### src/rtl/isa_pkg.sv
// rtl/isa_pkg.sv - shared fetch-state enum and default widths for the fetch path
package isa_pkg;

    localparam int PC_W_DEF      = 10;
    localparam int RAS_DEPTH_DEF = 4;
    localparam int OPCODE_W      = 5;

    typedef enum logic [1:0] {
        IDLE = 2'd0,
        RUN  = 2'd1,
        HALT = 2'd2
    } fetch_state_t;

endpackage

### src/rtl/ret_stack.sv
// rtl/ret_stack.sv - circular return-address stack; a push when full overwrites the oldest entry
module ret_stack
    import isa_pkg::*;
#(
    parameter int DEPTH = RAS_DEPTH_DEF,
    parameter int W     = PC_W_DEF
) (
    input  logic         clk,
    input  logic         reset,
    input  logic         clear,
    input  logic         push,
    input  logic         pop,
    input  logic [W-1:0] din,
    output logic [W-1:0] dout,
    output logic         full,
    output logic         empty
);

    localparam int PW = (DEPTH > 1) ? $clog2(DEPTH) : 1;

    logic [W-1:0]  mem [DEPTH];
    logic [PW-1:0] ptr;
    logic [PW-1:0] top_idx;
    logic [PW:0]   count;

    // ptr names the next free slot, so the top of stack sits just below it
    assign top_idx = ptr - PW'(1);
    assign dout    = mem[top_idx];
    assign full    = (count == (PW+1)'(DEPTH));
    assign empty   = (count == '0);

    always_ff @(posedge clk) begin
        if (push) begin
            mem[ptr] <= din;
        end
    end

    always_ff @(posedge clk) begin
        if (reset) begin
            ptr   <= '0;
            count <= '0;
        end else if (clear) begin
            count <= '0;
        end else if (push) begin
            ptr <= ptr + PW'(1);
            if (!full) begin
                count <= count + (PW+1)'(1);
            end
        end else if (pop && !empty) begin
            ptr   <= ptr - PW'(1);
            count <= count - (PW+1)'(1);
        end
    end

endmodule

### src/rtl/fetch_unit.sv
// rtl/fetch_unit.sv - fetch FSM and next-pc mux; return stack present only with FETCH_RAS_EN
module fetch_unit
    import isa_pkg::*;
#(
    parameter int PC_W      = PC_W_DEF,
    parameter int RAS_DEPTH = RAS_DEPTH_DEF
) (
    input  logic            clk,
    input  logic            reset,
    input  logic            start,
    input  logic            stall,
    input  logic            jump,
    input  logic            taken,
    input  logic            call,
    input  logic            ret,
    input  logic            halt,
    input  logic [PC_W-1:0] target,
    output logic [PC_W-1:0] pc,
    output logic            done,
    output logic            ras_err
);

    fetch_state_t    state, state_next;
    logic [PC_W-1:0] pc_next;
    logic [PC_W-1:0] pc_inc;

    assign pc_inc = pc + PC_W'(1);
    assign done   = (state == HALT);

`ifdef FETCH_RAS_EN
    logic            push, pop, clear, err_set;
    logic            full, empty;
    logic [PC_W-1:0] top;

    ret_stack #(
        .DEPTH (RAS_DEPTH),
        .W     (PC_W)
    ) u_ret_stack (
        .clk   (clk),
        .reset (reset),
        .clear (clear),
        .push  (push),
        .pop   (pop),
        .din   (pc_inc),
        .dout  (top),
        .full  (full),
        .empty (empty)
    );

    always_ff @(posedge clk) begin
        if (reset || (state == IDLE && start)) begin
            ras_err <= 1'b0;
        end else if (err_set) begin
            ras_err <= 1'b1;
        end
    end
`else
    assign ras_err = 1'b0;
`endif

    always_ff @(posedge clk) begin
        if (reset) begin
            state <= IDLE;
            pc    <= '0;
        end else begin
            state <= state_next;
            pc    <= pc_next;
        end
    end

    always_comb begin
        state_next = state;
        pc_next    = pc;
`ifdef FETCH_RAS_EN
        push    = 1'b0;
        pop     = 1'b0;
        clear   = 1'b0;
        err_set = 1'b0;
`endif
        case (state)
            IDLE: begin
                if (start) begin
                    state_next = RUN;
                    pc_next    = '0;
`ifdef FETCH_RAS_EN
                    clear      = 1'b1;
`endif
                end
            end
            RUN: begin
                // ret outranks call, so a simultaneous call never pushes
                if (!stall) begin
                    if (halt) begin
                        state_next = HALT;
                    end else if (ret) begin
`ifdef FETCH_RAS_EN
                        if (!empty) begin
                            pop     = 1'b1;
                            pc_next = top;
                        end else begin
                            pc_next = pc_inc;
                            err_set = 1'b1;
                        end
`else
                        pc_next = pc_inc;
`endif
                    end else if (call) begin
                        pc_next = target;
`ifdef FETCH_RAS_EN
                        push    = 1'b1;
                        err_set = full;
`endif
                    end else if (jump && taken) begin
                        pc_next = target;
                    end else begin
                        pc_next = pc_inc;
                    end
                end
            end
            HALT: begin
                if (start) begin
                    state_next = IDLE;
                end
            end
            default: begin
                state_next = IDLE;
            end
        endcase
    end

endmodule
### config.mk
export PLATFORM = sky130hd
export DESIGN_NAME = fetch_unit
export DESIGN_NICKNAME = d
export VERILOG_FILES = /design/src/rtl/isa_pkg.sv /design/src/rtl/ret_stack.sv /design/src/rtl/fetch_unit.sv
export SDC_FILE = /design/constraint.sdc
export NUM_CORES = 1
export LEC_CHECK = 0
export BUFFER_PORTS_ARGS = -buffer_cell sky130_fd_sc_hd__buf_4
export CAP_MARGIN = 5
export CORE_UTILIZATION = 46
export DETAILED_ROUTE_END_ITERATION = 10
export PLACE_DENSITY = 0.83
export SLEW_MARGIN = 20
export SYNTH_ARGS = -nofsm -noshare
export SYNTH_HDL_FRONTEND = slang
export SYNTH_SLANG_ARGS = --single-unit
### constraint.sdc
create_clock -name clk -period 1.7 [get_ports clk]
set_input_delay 0.34 -clock clk [delete_from_list [all_inputs] [get_ports clk]]
set_output_delay 0.34 -clock clk [all_outputs]
set_load 0.005 [all_outputs]
* Word-level counts from Yosys, hierarchy flattened *
Index checks and enable logic that the tools add are counted.

storage, ports and cells
  register bits after elaboration = 12
  input bits = 19
  output and inout port bits = 12
  logic and storage cells = 27

cells by class
  $add $sub $neg = 1
  eq/ne operators = 7
  mux-type cells = 12
  reductions and logical operators = 5

operators with widths
  kind                   number
  $mux 10                6
  $pmux 10 s2            1
  $add 10x1->10 const B  1
  $ne 2x2->1 const B     5
  $mux 2                 4
  $reduce_and 4->1       2
  $pmux 2 s3             1
  $eq 2x1->1 const B     1
  $eq 2x2->1 const B     1
  $logic_not 2->1        1
  $reduce_bool 2->1      1
  $logic_and 1x1->1      1

* Longest topological paths before layout *
Gate-level depths: netlist of run 1.

  depth in word-level cells = 7
  depth in mapped cells = 5
  gate-level depth less buffers = 5

* Worst setup path before layout of run 1 *
OpenSTA, ideal clock, no wires.

  path kind = reg2reg
  from = register state[1]
  to = register pc[8]
  setup time = 0.122 ns
  arrival time = 1.321 ns
  data required time = 1.578 ns
  path slack = 0.257 ns
  cell stages (with the launch flop) = 4
  buffers on the path = 0
  clock period less this slack = 1.443 ns
  path through = dfxtp_1 -> nor4b_4 -> a211oi_2 -> a221o_1

between the ends
  longest elaborated chain between the ends = 3
  elaborated cells on any way between the ends = 8
  those cells by class = eq/ne: 4; mux: 1; reduce/logical: 3

RTL lines
  element                                                           line              text
  start, declared                                                   fetch_unit.sv:23  fetch_state_t state, state_next;
  start signal, assigned                                            fetch_unit.sv:66  state <= state_next;
  $eq 2x1->1 / $logic_not 2->1 (equally long branches)              fetch_unit.sv:80  case (state)
  $ne 2x2->1 (no line) / $reduce_bool 2->1 (equally long branches)  -
  $reduce_and 4->1 (no line)                                        -
  end signal, assigned                                              fetch_unit.sv:67  pc <= pc_next;
  end, declared                                                     fetch_unit.sv:18  output logic [PC_W-1:0] pc,

Several ways; a longest one is shown, not always the timed one.
A chain may end at the register's enable or synchronous reset.

* Worst setup path in the final report of run 1 *
  from = register pc[1]
  to = register pc[8]

between the ends
  longest elaborated chain between the ends = 7

RTL lines
  element          line               text
  $add 10x1->10 *  fetch_unit.sv:27   assign pc_inc = pc + PC_W'(1);
  $mux 10          fetch_unit.sv:113  end else if (jump && taken) begin
  $mux 10          fetch_unit.sv:107  end else if (call) begin
  $mux 10 *        fetch_unit.sv:95   end else if (ret) begin
  $mux 10 *        fetch_unit.sv:93   if (halt) begin
  $mux 10 *        fetch_unit.sv:92   if (!stall) begin
  $pmux 10 s2 *    fetch_unit.sv:80

Mark *: on every way between the ends. The rest lies on a longest branch, timed or not. The select of a mux whose other input is x is not followed.

==> impl_metrics.toml, run 1 <==
[floorplanning]
core_um2 = 1520
ios = 31
die_height_um = 42.6
rows = 14
die_w_um = 42.6
initial_core_util = 0.498
die_area_um2 = 1820

[global_routing]
antenna_found_initial = 0
first_global_vias = 734
grt.total_usage = 0.217
grt_pass1_wl_um = 3040
grt-ovfl-total = 0
grt_max_degree = 11

[power_and_ir_drop]
vdd_drop_max_uv = 443
p_leak_uw = 0.000428
power.density_nw_per_um2 = 560

[status]
status = "completed"

[clocking]
numCtsBuffers = 3
cts_resized = 0
cts_hold_buf = 0
cts.clk_slew.worst_paths_ps = 70
root_buffer = "clkbuf_4"
clock_path_buffers = 2
clock_latency_ps = 280
cts_tree = "built"
h-tree-depth = 1
postCtsSetupBuffers = 0
cts.sink_count = 12

[detailed_routing]
ant_nets = 0
drt_pass1_iterations = 4
drc = 0
drt_iter0_drc = 17
viasPerCell = 5.79
routedWlPerCell_um = 13.1
wl_um = 1830
vias = 810

[timing]
tightest_slew_ps = 642
fin_crit_sh = 0.887
rsz0062_at_grt = "no"
hold_ws_ps = 255
setup_tns_ps = 0
period_minus_slack_ps = 1510
hold_violations = 0
final-setup-viol-count = 0
skew_ps = 1.40
setup_slack_ps = 191
clock.fmax_ghz = 0.663
timing.final.max_slew_violations = 0
slew_headroom = 0.571

[critical_path]
crit_buf_inv = 0
cp-start-kind = "flip-flop"
r2r_end = "pc[8]"
reg2reg_depth = 5
critPathMaxStageDelay_ps = 400
cp_max_fo = 6
cp.arrival_ps = 1740
end_kind = "flip-flop"
required_ps = 1930
r2r_slack_ps = 190
path_class = "flip-flop to flip-flop"
cp_top_family = "simple AND/OR/NAND/NOR gates"
critPathSlowestCell = "dfxtp_1"
worstReg2RegStart = "pc[1]"
crit_chain = "ha_1 -> nand3_1 -> or3_1 -> a21oi_1 -> a221o_1"

[place]
portBuffers = 29
gp_congestion = 0.805
dpl.hpwl_um = 1410
place_inst = 137
post-place-ws_ps = 176
place_area_um2 = 1010

[logic_synthesis]
postSynthAreaPerCell_um2 = 8.44
seq_area_frac_synth = 0.316
synthCells = 90
netlist-cell-type-count = 30
ys_seq_elements = 12
syn-cell-area_um2 = 759
ys_warn_count = 0
synth_nets = 110

[layout]
stdcell_area_um2 = 1030
fill_cells = 141
layout_commonest_cell = "buf_4"
final_nets = 146
multiInputGateArea_um2 = 489
seq_area_um2 = 240
n_antenna_cell = 0
fin_cells = 140
drive_above_1_share = 0.339
area_growth_pct = 36.2
layout_common_cells = "buf_4, dfxtp_1, nand2_1"

[hold_path]
min_to = "pc[2]"
min_from = "reset"
min_delay_path_depth = 2
min_path_type = "primary input to flip-flop"

[job]
maxCapViolCount = 0
## final cells by class
cell class                 instances  share of cell area
timing repair buffer              33               0.239
inverter                           4              0.0145
multi-input combinational         72               0.473
tap                               16              0.0193
clock buffer                       3              0.0218
sequential                        12               0.232
## per-layer routing
layer / share of wire / wire length [um] / track usage / vias up
li1: - / - / - / 411
met1: 0.42 / 769 / 0.238 / 375
met2: 0.52 / 956 / 0.403 / 21
met3: 0.042 / 76 / 0.0302 / 3
met4: 0.013 / 24 / 0.0938 / 0
met5: 0 / 0 / 0 / -
## how the worst max path moves through the flow
stage | from | endpoint | slack (ps) | depth (start not counted)
2_1_floorplan | state[1] | pc[8] | 260 | 3
3_3_place_gp | halt | pc[9] | 230 | 6
3_5_place_dp | halt | pc[3] | 180 | 6
4_1_cts | state[1] | pc[9] | 190 | 4
5_1_grt | pc[1] | pc[8] | 80 | 5
6_report | pc[1] | pc[8] | 190 | 5
## registers in the layout, summed over array words and instances (netlist names)
| signal | count |
|---|---|
| state | 2 |
| pc | 10 |
## report_power, final
part / switching (uW) / internal (uW)
Combinational: 47.3 / 57.7
Clock: 98.7 / 82.3
Sequential: 7.05 / 286
## synthesized netlist by cell type
cell | instances | share of area
a211oi_2 | 1 | 0.016
a21oi_1 | 4 | 0.026
a221o_1 | 1 | 0.013
a31oi_1 | 2 | 0.016
a32oi_1 | 1 | 0.012
and4bb_2 | 1 | 0.016
buf_4 | 2 | 0.020
conb_1 | 1 | 0.0049
dfxtp_1 | 12 | 0.32
ha_1 | 1 | 0.016
inv_1 | 4 | 0.020
mux2i_1 | 6 | 0.079
nand2_1 | 11 | 0.054
nand3_1 | 4 | 0.026
nand3b_1 | 1 | 0.0099
nand4_1 | 2 | 0.016
nand4b_1 | 1 | 0.012
nor2_1 | 6 | 0.030
nor2b_1 | 2 | 0.016
nor3_1 | 5 | 0.033
nor3b_1 | 1 | 0.0099
nor4b_4 | 1 | 0.031
o211ai_4 | 1 | 0.028
o21ai_0 | 10 | 0.066
o21bai_1 | 1 | 0.0099
o221ai_1 | 4 | 0.046
o2bb2a_4 | 1 | 0.026
o2bb2ai_1 | 1 | 0.012
or2_2 | 1 | 0.0082
or3_1 | 1 | 0.0082
## logic make-up (layout without fill, tap and decap cells)
kind of cell             Yosys count  in the layout  synth area share
AND/OR/NAND/NOR                   37             37             0.272
AO/OA/AOI/OAI                     27             27             0.272
flip-flops                        12             12             0.316
multiplexers                       6              6            0.0791
buffers and inverters              6             40            0.0395
adder cells (fa/ha/maj)            1              1            0.0165
other                              1              1           0.00494
## per-stage QoR
| step | power, uW | utilization |
|---|---|---|
| 4_1_cts | 583 | 0.679 |
| 3_5_place_dp | 405 | 0.664 |
| 6_report | 579 | 0.679 |
| 5_1_grt | 602 | 0.679 |
| 2_1_floorplan | 349 | - |
| 3_3_place_gp | 402 | 0.664 |
Note: power is estimated with default switching activity, not from simulation.
==> run 2: changes to the inputs <==
--- a/config.mk
+++ b/config.mk
@@ -7,10 +7,11 @@
 export LEC_CHECK = 0
 export BUFFER_PORTS_ARGS = -buffer_cell sky130_fd_sc_hd__buf_4
 export CAP_MARGIN = 5
-export CORE_UTILIZATION = 46
+export CORE_UTILIZATION = 31
 export DETAILED_ROUTE_END_ITERATION = 10
-export PLACE_DENSITY = 0.83
-export SLEW_MARGIN = 20
+export PLACE_DENSITY = 0.62
+export REMOVE_ABC_BUFFERS = 1
+export SLEW_MARGIN = 30
 export SYNTH_ARGS = -nofsm -noshare
 export SYNTH_HDL_FRONTEND = slang
 export SYNTH_SLANG_ARGS = --single-unit
==> run 2 against run 1 <==
Sequential power about the same. Final area up 3.5%. Maximum frequency up 1.6%. Flip-flop and latch count unchanged. Final cell count up 10%. Hold slack better by 6.1 ps. Clock skew up 3.7 ps. Global-route usage down 6.2 points. Die area up 46%. Register-to-register slack better by 20 ps. Core utilization down 20 points. Critical path type unchanged. Largest cell class unchanged.
==> impl_metrics.toml, run 2 (synthesis results as in run 1) <==
[status]
status = "completed"

[layout]
stdcell_area_um2 = 1070
seq_area_um2 = 240
area_growth_pct = 41.0
layout_commonest_cell = "buf_4"
multiInputGateArea_um2 = 489
top_regs = "pc (10), state (2)"
fin_cells = 154
final_nets = 147
layout_common_cells = "buf_4, dfxtp_1, nand2_1"
fill_cells = 246
regMostFlops = "pc"
largest_reg_flops = 10
drive_above_1_share = 0.349
n_antenna_cell = 0

[timing]
clock.fmax_ghz = 0.674
final-setup-viol-count = 0
rsz0062_at_grt = "no"
skew_ps = 5.09
timing.final.max_slew_violations = 0
period_minus_slack_ps = 1480
tightest_slew_ps = 606
hold_ws_ps = 261
setup_slack_ps = 215
setup_tns_ps = 0
hold_violations = 0
fin_crit_sh = 0.873
slew_headroom = 0.596

[detailed_routing]
routedWlPerCell_um = 12.2
drc = 0
drt_iter0_drc = 6
vias = 812
wl_um = 1880
drt_pass1_iterations = 4
viasPerCell = 5.27
ant_nets = 0

[critical_path]
path_class = "flip-flop to flip-flop"
cp.arrival_ps = 1710
cp_max_fo = 6
cp_top_family = "simple AND/OR/NAND/NOR gates"
required_ps = 1920
critPathSlowestCell = "or3_1"
critPathMaxStageDelay_ps = 390
r2r_end = "pc[8]"
r2r_slack_ps = 220
cp-start-kind = "flip-flop"
reg2reg_depth = 5
crit_chain = "ha_1 -> nand3_1 -> or3_1 -> a21oi_1 -> a221o_1"
end_kind = "flip-flop"
worstReg2RegStart = "pc[0]"
crit_buf_inv = 0

[clocking]
postCtsSetupBuffers = 0
cts_tree = "built"
clock_path_buffers = 2
h-tree-depth = 1
cts_hold_buf = 0
cts.sink_count = 12
cts_resized = 0
cts.clk_slew.worst_paths_ps = 90
numCtsBuffers = 3
clock_latency_ps = 270
root_buffer = "clkbuf_4"

[floorplanning]
ios = 31
die_w_um = 51.5
rows = 17
core_um2 = 2250
die_area_um2 = 2650
initial_core_util = 0.337
die_height_um = 51.5

[global_routing]
antenna_found_initial = 0
grt-ovfl-total = 0
grt_pass1_wl_um = 3090
grt_max_degree = 11
first_global_vias = 725
grt.total_usage = 0.154

[hold_path]
min_to = "pc[2]"
min_delay_path_depth = 2
min_from = "reset"
min_path_type = "primary input to flip-flop"

[place]
place_inst = 150
dpl.hpwl_um = 1510
portBuffers = 29
post-place-ws_ps = 210
place_area_um2 = 1030
gp_congestion = 0.780

[power_and_ir_drop]
vdd_drop_max_uv = 417
power.density_nw_per_um2 = 590
p_leak_uw = 0.000441

[job]
maxCapViolCount = 0
==> run 2: worst max-delay path by stage <==
stage                        start     to  slack, ps  cells after the start
after floorplan           state[1]  pc[8]        260                      3
after global placement        halt  pc[8]        240                      4
after detailed placement      halt  pc[3]        210                      6
after CTS                 state[1]  pc[9]        210                      4
after global routing      state[0]  pc[9]         70                      4
final                        pc[0]  pc[8]        220                      5
==> run 2: metrics by stage <==
stage	utilization	total power (uW)
6_report	0.475	632
2_1_floorplan	-	345
5_1_grt	0.475	663
3_3_place_gp	0.459	404
4_1_cts	0.475	638
3_5_place_dp	0.459	406
==> run 2: cell type report <==
type	count	area share
multi-input cells	72	0.457
clock buffers	4	0.0339
repair buffers	34	0.238
inverters	4	0.0140
flip-flops and latches	12	0.224
well taps	28	0.0327
==> run 2: per-layer routing <==
metal / wire length, um / global-route usage / vias up / part of all wire
met2: 968 / 0.290 / 22 / 0.51
met4: 0 / 0.0405 / 0 / 0
li1: - / - / 414 / -
met1: 821 / 0.176 / 376 / 0.44
met5: 0 / 0 / - / 0
met3: 93 / 0.0292 / 0 / 0.049
==> run 2: where the power goes <==
group | total, uW | internal [uW] | leakage, uW | switching, uW
Clock | 234 | 130 | 0.0000210 | 104
Sequential | 293 | 286 | 0.0000971 | 6.86
Combinational | 105 | 58.0 | 0.000323 | 46.8
==> run 3: changes to the inputs <==
--- a/config.mk
+++ b/config.mk
@@ -5,11 +5,11 @@
 export SDC_FILE = /design/constraint.sdc
 export NUM_CORES = 1
 export LEC_CHECK = 0
-export BUFFER_PORTS_ARGS = -buffer_cell sky130_fd_sc_hd__buf_4
 export CAP_MARGIN = 5
 export CORE_UTILIZATION = 31
 export DETAILED_ROUTE_END_ITERATION = 10
-export PLACE_DENSITY = 0.62
+export DONT_BUFFER_PORTS = 1
+export PLACE_DENSITY = 0.51
 export REMOVE_ABC_BUFFERS = 1
 export SLEW_MARGIN = 30
 export SYNTH_ARGS = -nofsm -noshare
==> run 3 against run 2 <==
Sequential share of layout area up 5.7 points. Via count down 14%. Final area down 20%. Largest power group unchanged. Clock-buffer cell count down 1. Final cell count down 18%. Wire length down 0.90%. Global-route usage up 0.77 points. Highest routed layer is now met4. Non-clock buffer count down 27. Hold slack worse by 130 ps. Core utilization down 9.6 points. Maximum frequency down 1.6%. Flip-flop and latch count unchanged.
==> impl_metrics.toml, run 3 (synthesis results as in run 1) <==
[status]
status = "completed"

[clocking]
postCtsSetupBuffers = 0
clock_latency_ps = 270
cts_hold_buf = 0
numCtsBuffers = 3
cts_tree = "built"
cts.clk_slew.worst_paths_ps = 80
cts.sink_count = 12
clock_path_buffers = 2
h-tree-depth = 1
cts_resized = 0
root_buffer = "clkbuf_4"

[place]
gp_congestion = 0.729
portBuffers = 0
dpl.hpwl_um = 1380
post-place-ws_ps = 192

[layout]
drive_above_1_share = 0.163
top_regs = "pc (10), state (2)"
largest_reg_flops = 10
layout_common_cells = "dfxtp_1, nand2_1, o21ai_0"
area_growth_pct = 12.5
regMostFlops = "pc"
fill_cells = 246
layout_commonest_cell = "dfxtp_1"
n_antenna_cell = 0
multiInputGateArea_um2 = 489
seq_area_um2 = 240
final_nets = 120
utilization = 0.379

[critical_path]
end_kind = "flip-flop"
critPathSlowestCell = "nor4b_4"
cp-start-kind = "flip-flop"
critPathMaxStageDelay_ps = 430
cp_max_fo = 9
crit_chain = "nor4b_4 -> a211oi_2 -> buf_4 -> a221o_1"
path_class = "flip-flop to flip-flop"
required_ps = 1860
cp.arrival_ps = 1670

[timing]
final-setup-viol-count = 0
setup_slack_ps = 192
rsz0062_at_grt = "no"
hold_ws_ps = 130
skew_ps = 2.83
fin_crit_sh = 0.887
setup_tns_ps = 0
period_minus_slack_ps = 1510
hold_violations = 0
clock.fmax_ghz = 0.663
timing.final.max_slew_violations = 0

[detailed_routing]
drt_iter0_drc = 15
ant_nets = 0
drt_pass1_iterations = 4
routedWlPerCell_um = 14.8
wl_um = 1870
viasPerCell = 5.57
vias = 702
drc = 0

[power_and_ir_drop]
p_leak_uw = 0.000298
total_power_uw = 536
vdd_drop_max_uv = 294
power.density_nw_per_um2 = 627

[floorplanning]
die_w_um = 51.5
die_area_um2 = 2650
rows = 17
core_um2 = 2250
ios = 31
die_height_um = 51.5
initial_core_util = 0.337

[hold_path]
min_path_type = "primary input to flip-flop"

[global_routing]
grt-ovfl-total = 0
antenna_found_initial = 0
first_global_vias = 721
grt_max_degree = 11
grt.total_usage = 0.162
grt_pass1_wl_um = 3190

[job]
maxCapViolCount = 0
run 3: through the flow:
step                      cells  instance area (um2)
after floorplan              88                  744
after global routing        126                  855
after detailed placement    123                  832
after global placement      123                  832
final                       126                  855
after CTS                   126                  855
run 3: critical path: cells and delay by family, from the launching register on:
kind            cells  cell delay, ps
flops               1             370
simple gates        1             430
compound gates      2             420
buf+inv             1             190
run 3: power breakdown:
part | switching, uW | total, uW | internal, uW
logic | 34.2 | 64.6 | 30.4
registers | 6.85 | 293 | 286
clock network | 96.3 | 178 | 81.9
run 3: routing by layer:
metal	vias up	share of wire	global-route usage
met5	-	0	0
met4	0	0.0064	0.104
met3	2	0.080	0.0526
met2	23	0.43	0.221
met1	322	0.48	0.216
li1	355	-	-
run 3: final timing paths:
kind | to | depth (start not counted) | from | slack (ps)
max | pc[8] | 4 | state[1] | 190
min | pc[2] | 1 | reset | 130
max reg2reg | pc[8] | 4 | state[1] | 190
min reg2reg | pc[9] | 1 | pc[9] | 510
run 3: cell type report:
class                      count  area share
tap                           28      0.0410
clock buffer                   3      0.0264
inverter                       4      0.0176
multi-input combinational     72       0.572
sequential                    12       0.281
timing repair buffer           7      0.0615
